[config.mk]
export PLATFORM = sky130hd
export DESIGN_NAME = mux4_rr_arbiter
export DESIGN_NICKNAME = d
export VERILOG_FILES = /design/src/rtl/mux4_rr_arbiter.sv
export SDC_FILE = /design/constraint.sdc
export NUM_CORES = 1
export LEC_CHECK = 0
export CAP_MARGIN = 15
export CORE_MARGIN = 4
export CORE_UTILIZATION = 48
export DETAILED_ROUTE_END_ITERATION = 16
export PLACE_DENSITY = 0.78
export SLEW_MARGIN = 20
export SYNTH_ARGS = -nofsm -noshare
export SYNTH_HDL_FRONTEND = slang
export SYNTH_SLANG_ARGS = --single-unit
[constraint.sdc]
create_clock -name Clk -period 2.4 [get_ports Clk]
set_input_delay 0.72 -clock Clk [delete_from_list [all_inputs] [get_ports Clk]]
set_output_delay 0.72 -clock Clk [all_outputs]
set_load 0.005 [all_outputs]
[src/rtl/mux4_rr_arbiter.sv]
// Round-robin arbiter over four requesters feeding a registered 4x1 2-bit mux.
// Grants are held for at most MAX_HOLD cycles; release and re-arbitration share one edge.
module mux4_rr_arbiter #(
  parameter int unsigned MAX_HOLD = 4
) (
  input  logic       Clk,
  input  logic       Rst_n,
  input  logic [3:0] Req,
  input  logic [1:0] A,
  input  logic [1:0] B,
  input  logic [1:0] C,
  input  logic [1:0] D,
  output logic [3:0] Gnt,
  output logic       S1,
  output logic       S0,
  output logic [1:0] Out,
  output logic       Valid
);

  localparam logic [0:0] IDLE = 1'b0;
  localparam logic [0:0] BUSY = 1'b1;

  logic [0:0] state;
  logic [1:0] ptr;
  logic [3:0] cnt;
  logic [1:0] sel;
  logic [3:0] gnt;
  logic [1:0] out;
  logic       valid;

  logic       rel;
  logic [1:0] base_ptr;
  logic [2:0] arb;
  logic [1:0] mux_data;

  // Returns {found, index} of the first set request scanning upward from p.
  function automatic logic [2:0] arbitrate(input logic [3:0] r, input logic [1:0] p);
    logic [2:0] res;
    logic [1:0] idx;
    res = '0;
    for (int unsigned i = 0; i < 4; i++) begin
      idx = p + 2'(i);
      if (!res[2] && r[idx]) res = {1'b1, idx};
    end
    return res;
  endfunction

  always_comb begin
    rel      = (state == BUSY) && (!Req[sel] || (cnt == 4'(MAX_HOLD)));
    // On release the pointer advance is visible to the same-edge arbitration.
    base_ptr = rel ? (sel + 2'd1) : ptr;
    arb      = arbitrate(Req, base_ptr);
  end

  always_comb begin
    mux_data = '0;
    case (sel)
      2'd0: mux_data = A;
      2'd1: mux_data = B;
      2'd2: mux_data = C;
      2'd3: mux_data = D;
      default: mux_data = '0;
    endcase
  end

  always_ff @(posedge Clk) begin
    if (!Rst_n) begin
      state <= IDLE;
      ptr   <= '0;
      cnt   <= '0;
      sel   <= '0;
      gnt   <= '0;
      out   <= '0;
      valid <= 1'b0;
    end else begin
      valid <= (state == BUSY);
      if (state == BUSY) out <= mux_data;

      case (state)
        IDLE: begin
          if (arb[2]) begin
            gnt   <= 4'b0001 << arb[1:0];
            sel   <= arb[1:0];
            cnt   <= 4'd1;
            state <= BUSY;
          end
        end
        BUSY: begin
          if (rel) begin
            ptr <= sel + 2'd1;
            if (arb[2]) begin
              gnt <= 4'b0001 << arb[1:0];
              sel <= arb[1:0];
              cnt <= 4'd1;
            end else begin
              gnt   <= '0;
              cnt   <= '0;
              state <= IDLE;
            end
          end else begin
            cnt <= cnt + 4'd1;
          end
        end
        default: state <= IDLE;
      endcase
    end
  end

  assign Gnt   = gnt;
  assign S1    = sel[1];
  assign S0    = sel[0];
  assign Out   = out;
  assign Valid = valid;

endmodule
==> key figures <==
Outcome
  • Status: completed

Final layout
  • Fill count: around 140
  • Area delta synth->final: 41.8%
  • Final nets: 164
  • Share of layout cells above drive strength 1: between 20% and 30%
  • Final Core Density: 75.4%
  • Ant diodes: 0
  • Non-Filler Instances: 168

Synthesis
  • EDFF count, synth: 0
  • Synthesized flop and latch total: 16
  • Yosys warning count: 0
  • Syn Area/Cell: 8.71 um^2
  • Post-synthesis simple-gate area fraction: 21.5%
  • Post-synthesis compound-gate area fraction: 26.8%
  • Asr flop ratio synth: 0%
  • Main combinational cell family by area after synthesis: compound AO/OA/AOI/OAI gates
  • Synthesized cell area: 958 um^2
  • Syn Inst Count: 110
  • Synth Area in XOR/XNOR: 0%
  • Syn Nets: 130
  • Post-Synth Adder-Cell Area: 7.83%
  • Primary FF master, synth: dfxtp_1
  • Synth cell types: 39
  • Sequential share of the synthesized area: between 30% and 40%
  • Mux cell area share after synthesis: 4.18%

Pwr
  • Seq pwr share: 41.5%
  • Leak: 0.568 nW
  • Worst VDD drop: 476 uV
  • Switching share of power: a little under a third
  • Combinational share of power: 35.3%
  • Clock Power Share: 23.2%
  • Int Pwr: between 0.5 and 0.6 mW
  • Sw power: 0.229 mW
  • Power per cell area: between 500 and 600 nW/um^2
  • Total power: between 0.7 and 0.8 mW

Detailed routing
  • Initial DRC Count: 35
  • Drt first pass iters: 4
  • Post-route ant nets: 0
  • Drc violations: 0
  • DR vias: 966
  • Post-Route WL: 2490 um
  • DR vias/cell: 5.75
  • Drt wl/cell: 14.8 um

Critical path
  • Worst R2R Path Depth: 9
  • Arrival time at the worst endpoint: 2.53 ns
  • Slowest-stage cell, CP: clkdlybuf4s50_1
  • Reg2reg end: Gnt[3]
  • CP max FO: 6
  • Worst Path Required: 2.58 ns
  • Startpoint Class: input port
  • Crit path cell chain: clkdlybuf4s50_1 -> mux2i_2 -> nand3_1 -> and4_4 -> o21a_1 -> o21ai_2 -> o211ai_1 -> a32o_2
  • Crit. End Element: flop
  • Worst R2R Start: cnt[0]
  • Critical Path Source: Req[3]
  • CP Class: in2reg
  • Setup slack, reg-to-reg: roughly 0.20 ns
  • Crit-path max cell delay: 0.43 ns

Floorplan
  • Core area: 1800 um^2
  • Std cell rows: 15
  • I/O Pins: 23
  • Die area: 2780 um^2
  • Die height: approximately 53 um
  • Initial Util: a little over half
  • Die X-Extent: around 53 um

Global routing
  • Total Routing Usage GR: slightly below 20%
  • Antenna violations before repair: 0
  • First-pass GRT wire length: just under 4000 um
  • Total congestion overflow: 0
  • Vias in the first global route: around 890
  • M3 GR Usage: 6.27%
  • Met1 Track Usage GR: around 22%
  • Largest net degree at the start of global routing: 14
  • GR peak layer: met2
  • Met2 usage: 34.9%

STA
  • Worst Tran Pin Value: 0.417 ns
  • Slew HR: between 70% and 80%
  • Max Slew Vio Count: 0
  • Max frequency: about 430 MHz
  • Final clock skew: 0.00731 ns
  • Final period util: 97.9%
  • Min Tclk post-route: around 2.3 ns
  • Setup Viol. Count Final: 0
  • TNS Setup: 0 ns
  • Final hold slack: 0.461 ns
  • Hold Vio Cnt, Final: 0

Placement
  • Dpl hpwl: 1840 um
  • Routability cong.: ~0.82
  • # placed instances: 164
  • I/O Buffers: 22

Clock network
  • Clk root buf: clkbuf_4
  • CTS Hold Bufs: 0
  • CTS tree: built
  • Clock Pin Slew Worst Setup and Hold Paths: approximately 0.08 ns
  • H-Tree Depth: 1
  • Clock tree buffer depth: 2
  • Total clock sinks: 16
  • CTS Buf Count: 3
  • Clk_lat worst skew: 0.29 ns

Worst hold path
  • Hold/Removal Path Class: reg2reg
  • Hold Path End: Gnt[0]
  • Hold_sp: Gnt[0]
  • Worst Hold Path Cells: 2

Flow run
  • Maxcap violations: 0
## flip-flops by register name, summed over array words and instances (netlist names)
register  count
Gnt           4
state         1
ptr           2
cnt           4
Out           2
Valid         1
sel           2
## power by group through the flow
| stage | registers, mW | logic (mW) | clock network, mW |
|---|---|---|---|
| global placement | 0.315 | 0.231 | 0 |
| finish | 0.313 | 0.265 | 0.175 |
| detailed placement | 0.317 | 0.239 | 0 |
| floorplan | 0.316 | 0.134 | 0 |
| CTS | 0.311 | 0.240 | 0.179 |
| global route | 0.316 | 0.292 | 0.193 |
## cell usage in the layout (no fill, tap or decap), drive strengths merged, types with 3 or more instances in the layout
cell	netlist	layout
nor2	6	6
nand2	11	11
and2	5	5
inv	8	8
dfxtp	16	16
clkbuf	2	4
mux2i	4	4
buf	2	11
clkdlybuf4s50	0	21
o21a	5	5
a21oi	3	3
o21ai	10	10
ha	6	6
nor2b	5	5
## synth_stat cells (2+ instances only)
master	n	share of area [%]
o21a_1	5	3.9
a32oi_1	2	1.8
o2bb2ai_1	2	1.8
o21ai_1	5	2.6
a2bb2oi_1	2	1.8
nand2_1	11	4.3
nor2b_1	5	3.3
inv_1	8	3.1
ha_1	6	7.8
a222oi_1	2	2.1
dfxtp_1	16	33
nor2_1	5	2.0
and2_1	5	3.3
o211a_1	2	2.1
a21oi_1	2	1.0
o21ai_0	5	2.6
nand3_1	2	1.0
mux2i_1	4	4.2
## final cells by class
cell class / instances / area [um^2] / area share, %
multi-input combinational: 82 / 636 / 46.8
sequential: 16 / 320 / 23.6
timing repair buffer: 33 / 305 / 22.5
clock buffer: 4 / 36.3 / 2.67
tap: 25 / 31.3 / 2.30
inverter: 8 / 30.0 / 2.21
## kinds of logic (layout without fill, tap and decap cells)
kind of cell	Yosys count	after routing
AO/OA/AOI/OAI	35	35
adder cells (fa/ha/maj)	6	6
buffers and inverters	12	45
flip-flops	16	16
multiplexers	4	4
AND/OR/NAND/NOR	37	37
## worst max-delay path by stage
stage               slack (ns)     end  cells after the start
CTS                       0.02  Gnt[2]                      8
global placement         -0.20  Gnt[1]                      8
floorplan                 0.28  Gnt[2]                      8
finish                    0.05  Gnt[2]                      8
detailed placement       -0.28  Gnt[2]                      8
global route             -0.01  Gnt[2]                      8
## timing repair
action                     in CTS  in global routing
buffers inserted                0                  0
gates resized for setup         0                 12
setup endpoints to repair       0                  5
## per-stage QoR
| stage | cell area (um^2) | setup WS (ns) |
|---|---|---|
| floorplan | 958 | 0.281 |
| global placement | 1260 | -0.197 |
| detailed placement | 1260 | -0.285 |
| CTS | 1300 | 0.0186 |
| global route | 1360 | -0.0118 |
| finish | 1360 | 0.0508 |
## metal layers
metal  share of wire [%]  routed length, um
met4                 1.7                 42
met2                  50               1240
met5                   0                  0
met1                  41               1030
met3                 7.4                184
## critical path: cells and delay by family
family | cells | cell delay [ns]
compound gates | 4 | 0.77
buf+inv | 1 | 0.43
mux | 1 | 0.23
simple gates | 2 | 0.37
(Power assumes the default switching activity.)
